## src/rtl/hsi_pkg.sv

```systemverilog
// Shared HSI link definitions: line levels, frame geometry, gap limits and
// the encoder state type.
package hsi_pkg;

  localparam int LSB_FST = 0;
  localparam int MSB_FST = 1;

  localparam logic START_BIT = 1'b0;
  localparam logic STOP_BIT  = 1'b1;
  localparam logic ON        = 1'b1;
  localparam logic OFF       = 1'b0;

  localparam int FRAME_BITS    = 10;
  localparam int DEF_BIT_TICKS = 8;

  // An idle run of this many clocks is taken by the receiver as msg_end.
  localparam int MSG_END_CHECK_TIME = 3;

  typedef enum logic [2:0] {
    ST_IDLE,
    ST_START,
    ST_DATA,
    ST_PARITY,
    ST_GAP,
    ST_MSG_GAP
  } enc_state_t;

  function automatic int max_int(input int a, input int b);
    return (a > b) ? a : b;
  endfunction

endpackage

```

## src/rtl/encoder_if.sv

```systemverilog
// Byte handshake between the message source (master) and the encoder (slave).
interface encoder_if;
  logic [7:0] data;
  logic       valid;
  logic       last;
  logic       ready;

  modport master (output data, output valid, output last, input ready);
  modport slave  (input data, input valid, input last, output ready);
endinterface

```

## src/rtl/encoder.sv

```systemverilog
// HSI serial frame transmitter: one-byte holding register feeding a
// start/8 data/odd-parity serialiser with intra- and end-of-message gaps.
module encoder
  import hsi_pkg::*;
#(
  parameter int ML_FST    = LSB_FST,
  parameter int BIT_TICKS = DEF_BIT_TICKS,
  parameter int INTRA_GAP = 1,
  parameter int MSG_GAP   = 8
) (
  input  logic      clk,
  input  logic      rst,
  encoder_if.slave  bus,
  output logic      q,
  output logic      busy,
  output logic      msg_done,
  output logic      underrun
);

  localparam int TW = (BIT_TICKS > 1) ? $clog2(BIT_TICKS) : 1;
  localparam int GW = $clog2(max_int(INTRA_GAP, MSG_GAP) + 1);

  if (INTRA_GAP >= MSG_END_CHECK_TIME) begin : g_chk_intra
    $error("encoder: INTRA_GAP must be below MSG_END_CHECK_TIME");
  end
  if (MSG_GAP <= MSG_END_CHECK_TIME) begin : g_chk_msg
    $error("encoder: MSG_GAP must exceed MSG_END_CHECK_TIME");
  end
  if (BIT_TICKS < 2) begin : g_chk_ticks
    $error("encoder: BIT_TICKS must be at least 2");
  end

  enc_state_t    state;
  logic [TW-1:0] tick;
  logic [GW-1:0] gap_cnt;
  logic [2:0]    bit_idx;
  logic [7:0]    shreg;
  logic          par;
  logic          last_f;
  logic [7:0]    hold_data;
  logic          hold_last;
  logic          hold_vld;
  logic          ur_done;

  logic take;
  logic tick_end;
  logic gap_end;
  logic load_now;

  function automatic logic out_bit(input logic [7:0] s);
    return (ML_FST == MSB_FST) ? s[7] : s[0];
  endfunction

  function automatic logic [7:0] shift(input logic [7:0] s);
    return (ML_FST == MSB_FST) ? {s[6:0], 1'b0} : {1'b0, s[7:1]};
  endfunction

  assign bus.ready = ~hold_vld;
  assign busy      = (state != ST_IDLE);
  assign take      = bus.valid & ~hold_vld;
  assign tick_end  = (tick == TW'(BIT_TICKS - 1));
  assign gap_end   = (gap_cnt == GW'(INTRA_GAP - 1));

  // With INTRA_GAP = 0 a held byte starts straight out of PARITY; an empty
  // holding register then falls into GAP already flagged as underrun.
  always_comb begin
    load_now = 1'b0;
    unique case (state)
      ST_IDLE:   load_now = hold_vld;
      ST_PARITY: load_now = tick_end & ~last_f & (INTRA_GAP == 0) & hold_vld;
      ST_GAP:    load_now = hold_vld & (ur_done | gap_end);
      default:   load_now = 1'b0;
    endcase
  end

  always_ff @(posedge clk or posedge rst) begin
    if (rst) begin
      state     <= ST_IDLE;
      q         <= STOP_BIT;
      msg_done  <= OFF;
      underrun  <= OFF;
      tick      <= '0;
      gap_cnt   <= '0;
      bit_idx   <= '0;
      shreg     <= '0;
      par       <= 1'b0;
      last_f    <= 1'b0;
      hold_data <= '0;
      hold_last <= 1'b0;
      hold_vld  <= OFF;
      ur_done   <= OFF;
    end else begin
      msg_done <= OFF;
      underrun <= OFF;

      if (take) begin
        hold_data <= bus.data;
        hold_last <= bus.last;
        hold_vld  <= ON;
      end

      if (load_now) begin
        shreg    <= hold_data;
        par      <= ~^hold_data;
        last_f   <= hold_last;
        hold_vld <= OFF;
        q        <= START_BIT;
        tick     <= '0;
        state    <= ST_START;
      end else begin
        unique case (state)
          ST_IDLE: q <= STOP_BIT;

          ST_START: begin
            if (tick_end) begin
              tick    <= '0;
              bit_idx <= '0;
              q       <= out_bit(shreg);
              shreg   <= shift(shreg);
              state   <= ST_DATA;
            end else begin
              tick <= tick + 1'b1;
            end
          end

          ST_DATA: begin
            if (tick_end) begin
              tick <= '0;
              if (bit_idx == 3'd7) begin
                q     <= par;
                state <= ST_PARITY;
              end else begin
                bit_idx <= bit_idx + 3'd1;
                q       <= out_bit(shreg);
                shreg   <= shift(shreg);
              end
            end else begin
              tick <= tick + 1'b1;
            end
          end

          ST_PARITY: begin
            if (tick_end) begin
              tick    <= '0;
              gap_cnt <= '0;
              q       <= STOP_BIT;
              ur_done <= OFF;
              if (last_f) begin
                state <= ST_MSG_GAP;
              end else begin
                state <= ST_GAP;
                if (INTRA_GAP == 0) begin
                  underrun <= ON;
                  ur_done  <= ON;
                end
              end
            end else begin
              tick <= tick + 1'b1;
            end
          end

          ST_GAP: begin
            q <= STOP_BIT;
            if (!ur_done) begin
              if (gap_end) begin
                underrun <= ON;
                ur_done  <= ON;
              end else begin
                gap_cnt <= gap_cnt + 1'b1;
              end
            end
          end

          ST_MSG_GAP: begin
            q <= STOP_BIT;
            if (gap_cnt == GW'(MSG_GAP - 1)) begin
              msg_done <= ON;
              gap_cnt  <= '0;
              state    <= ST_IDLE;
            end else begin
              gap_cnt <= gap_cnt + 1'b1;
            end
          end

          default: state <= ST_IDLE;
        endcase
      end
    end
  end

endmodule

```

## src/flat_wrapper.sv

```systemverilog
// flat-port wrapper written by rule: the top's interface ports become plain ports
module encoder_flat import hsi_pkg::*;
#(
  parameter int ML_FST    = LSB_FST,
  parameter int BIT_TICKS = DEF_BIT_TICKS,
  parameter int INTRA_GAP = 1,
  parameter int MSG_GAP   = 8
)
  (clk, rst, q, busy, msg_done, underrun, bus_data, bus_valid, bus_last, bus_ready);
  encoder_if bus_i ();
  input  logic clk;
  input  logic rst;
  output logic q;
  output logic busy;
  output logic msg_done;
  output logic underrun;
  input wire logic [$bits(bus_i.data)-1:0] bus_data;
  input wire logic [$bits(bus_i.valid)-1:0] bus_valid;
  input wire logic [$bits(bus_i.last)-1:0] bus_last;
  output wire logic [$bits(bus_i.ready)-1:0] bus_ready;
  assign bus_i.data = bus_data;
  assign bus_i.valid = bus_valid;
  assign bus_i.last = bus_last;
  assign bus_ready = bus_i.ready;
  encoder #(.ML_FST(ML_FST), .BIT_TICKS(BIT_TICKS), .INTRA_GAP(INTRA_GAP), .MSG_GAP(MSG_GAP)) u_core (.clk(clk), .rst(rst), .bus(bus_i), .q(q), .busy(busy), .msg_done(msg_done), .underrun(underrun));
endmodule
```

## config.mk

```make
export PLATFORM = sky130hd
export DESIGN_NAME = encoder_flat
export DESIGN_NICKNAME = d
export VERILOG_FILES = /design/src/rtl/hsi_pkg.sv /design/src/rtl/encoder_if.sv /design/src/rtl/encoder.sv /design/src/flat_wrapper.sv
export SDC_FILE = /design/constraint.sdc
export NUM_CORES = 1
export LEC_CHECK = 0
export ABC_AREA = 1
export CAP_MARGIN = 20
export CORE_UTILIZATION = 55
export CTS_CLUSTER_DIAMETER = 30
export DETAILED_ROUTE_END_ITERATION = 10
export GPL_TIMING_DRIVEN = 0
export MAX_ROUTING_LAYER = met4
export PLACE_DENSITY = 0.8
export SLEW_MARGIN = 20
export SYNTH_ARGS = -nofsm -noshare
export SYNTH_HDL_FRONTEND = slang
export SYNTH_SLANG_ARGS = --single-unit
```

## constraint.sdc

```tcl
create_clock -name clk -period 1.93 [get_ports clk]
set_input_delay 0.386 -clock clk [delete_from_list [all_inputs] [get_ports clk]]
set_output_delay 0.386 -clock clk [all_outputs]
set_load 0.03 [all_outputs]
```

==> impl_metrics.json <==
{
  "outcome": "finished, final reports clean",
  "drive_gt1_frac": 0.170,
  "drt_wl_total_mm": 3.76,
  "vias_per_cell": 5.13,
  "grt_max_degree": 38,
  "dp_slack_ps": 36.5,
  "cp-end-kind": "output pin",
  "drt_pass1_iterations": 4,
  "cts_buffer_depth": 2,
  "place_congestion": 0.916,
  "synth_nets": 252,
  "drtAntennaViolNets": 0,
  "final_hold_viol_count": 0,
  "path_max_fanout": 6,
  "numCtsBuffers": 5,
  "dpl_cell_area_sq_um": 2190,
  "htree_levels": 2,
  "leakagePower_nw": 1.18,
  "start_kind": "flop",
  "antenna_found_initial": 0,
  "clkLatencyLatePin_ps": 350,
  "core_area_sq_um": 3390,
  "setup_viol": 0,
  "p_int_mw": 1.17,
  "peakVddDrop_mv": 0.441,
  "dp.final_hpwl_mm": 2.84,
  "yosys.cell_types.count": 30,
  "fin_tns_setup_ps": 0,
  "grt_pass1_wl_mm": 6.11,
  "period_share": 0.970,
  "cts_tree": "yes",
  "clockRootBuffer": "clkbuf_4",
  "fp.dieH_um": 61.9,
  "cp.depth": 5,
  "slew_viol_final": 0,
  "ff2ff_path_depth": 9,
  "path_class": "flop to output pin",
  "first_iter_violations": 105,
  "syn_area_per_cell_sq_um": 8.43,
  "synth_top_area_frac": 0.457,
  "period_needed_ps": 1870,
  "power.share.combinational": 0.202,
  "synthTopCellsByArea": "dfrtp_1 46%, nand2_1 8.9%, nor2_1 5.9%, nand3_1 4.6%, inv_1 4.6%",
  "vias": 1564,
  "skew_ps": 17.4,
  "overflow": 0,
  "track_usage": 0.232,
  "row_count": 21,
  "port_buffers": 16,
  "rsz0062_at_grt": "yes",
  "n_antenna_cell": 0,
  "design_area_sq_um": 2270,
  "fmax_ghz": 0.534,
  "worst_path_max_delay_cell": "dfrtp_2",
  "path_clk_slew_ps": 120,
  "syn_area_sq_um": 1970,
  "yosysSeqAreaShare": 0.470,
  "die_w_um": 61.9,
  "syn_inst": 234,
  "die_area_sq_um": 3830,
  "power_density_nw_per_um2": 732,
  "syn2layout_area_growth_pct": 15.0,
  "top_layer_used": "met4",
  "final_common_cell": "nand2_1",
  "p_sw_mw": 0.491,
  "hold_slack_ps": 470,
  "pwr-share-clk": 0.266,
  "cp_top_family": "flip-flops",
  "wl_met1_mm": 1.75,
  "slew_headroom": 0.495,
  "worstPathRequired_ps": 1540,
  "wl_met2_mm": 1.83,
  "wl_met3_um": 147,
  "hp-class": "primary input to async pin",
  "io_pins": 17,
  "start_util": 0.582,
  "slowest_delay_ps": 450,
  "worst_slew_pin_slew_ps": 756,
  "wl_per_cell_um": 12.3,
  "swShare": 0.296,
  "seqPwrFrac": 0.532,
  "critical_path_buf_inv_count": 3,
  "grt_pass1_vias": 1429,
  "yosysWarningCount": 0,
  "cts.sinks": 37,
  "critPathArrivalTime_ps": 1490,
  "final_cell_mix": "47 x nand2_1, 34 x dfrtp_1, 31 x nor2_1",
  "worstPathCellList": "nor2_2, inv_2, nor2_2, inv_2, clkdlybuf4s15_2",
  "maxCapViolCount": 0,
  "nNetsFinal": 276,
  "ys_seq_elements": 37,
  "setup_ws_ps": 58.0,
  "drc_errors": 0,
  "total_power_mw": 1.66,
  "synth_top_area_cell": "dfrtp_1"
}
[synthesized netlist by cell type]
library cell	n
nand3_2	1
o31ai_1	1
buf_6	3
nand4_1	5
nand3b_1	1
nand2_2	6
nor2_2	2
o21ai_0	7
xor2_1	3
dfrtp_1	36
buf_2	1
nor2_1	31
o21ai_2	6
o211ai_2	1
inv_1	24
nor2_4	2
inv_2	5
a21oi_1	9
nand3_4	1
nand2_4	1
o21bai_1	1
xnor2_1	5
o211ai_1	1
mux2_2	1
nand2_1	47
ha_1	6
dfstp_2	1
nor3_1	3
o21ai_1	5
nand3_1	18
[power by group through the flow]
stage / combinational (mW) / sequential, mW / clock, mW
2_1_floorplan: 0.259 / 0.889 / 0
3_3_place_gp: 0.316 / 0.895 / 0
3_5_place_dp: 0.334 / 0.898 / 0
4_1_cts: 0.336 / 0.883 / 0.449
5_1_grt: 0.377 / 0.893 / 0.488
6_report: 0.335 / 0.882 / 0.442
[cell families after synthesis]
kind of cell	count (synthesis)	share of synthesized area
AO/OA/AOI/OAI	31	0.0977
flip-flops	37	0.470
adder cells (fa/ha/maj)	6	0.0381
AND/OR/NAND/NOR	118	0.278
buffers and inverters	33	0.0749
multiplexers	1	0.00571
XOR/XNOR	8	0.0355
[cell type report]
cell class	count	area, sq um
fillers	273	1120
clock inverters	2	13.8
well taps	46	57.6
plain buffers	4	38.8
flip-flops and latches	37	930
inverters	29	109
multi-input cells	164	897
clock buffers	6	51.3
repair buffers	17	170
[stage by stage]
step,utilization,std cells
2_1_floorplan,-,234
3_3_place_gp,0.646,296
3_5_place_dp,0.646,296
4_1_cts,0.668,305
5_1_grt,0.669,305
6_report,0.669,305
[sequential cells by signal (all words and copies together), names as in the netlist]
signal            cells
u_core.par            1
u_core.hold_vld       1
u_core.hold_last      1
u_core.hold_data      8
u_core.underrun       1
u_core.tick           3
u_core.shreg          8
u_core.q              1
u_core.last_f         1
u_core.state          3
u_core.gap_cnt        4
u_core.bit_idx        3
u_core.ur_done        1
u_core.msg_done       1
[worst register-to-register path, cell delays in order, from the launching register on]
cell and delay (ps):
dfrtp_1 380, ha_1 160, ha_1 280, inv_1 90
nand2_1 130, nand2_1 70, nor2_1 250, nand3_2 130
nand2_1 70, nand2_1 40
[final timing paths]
check / startpoint / slack [ps] / end
max reg2reg: u_core.tick[0]$_DFFE_PP0P_ / 230 / u_core.state[1]$_DFFE_PP0P_
min in group clk: u_core.bit_idx[1]$_DFFE_PP0P_ / 490 / u_core.bit_idx[1]$_DFFE_PP0P_
max in group asynchronous: rst / 910 / u_core.state[1]$_DFFE_PP0P_
min reg2reg: u_core.bit_idx[1]$_DFFE_PP0P_ / 490 / u_core.bit_idx[1]$_DFFE_PP0P_
min: rst / 470 / u_core.hold_data[2]$_DFFE_PP0P_
max: u_core.state[1]$_DFFE_PP0P_ / 60 / busy
[metal layers]
layer / GRT usage / vias to the layer above
li1: - / 807
met1: 0.296 / 728
met2: 0.358 / 27
met3: 0.0497 / 2
met4: 0.0952 / 0
met5: - / -
[what timing repair did]
item                                    CTS  global route
gates resized for setup                   5             2
pin swaps                                 0             0
endpoints found under the setup margin    2             2
setup buffers                             1             0
hold buffers                              0             0
Power figures use the tool's default switching activity.
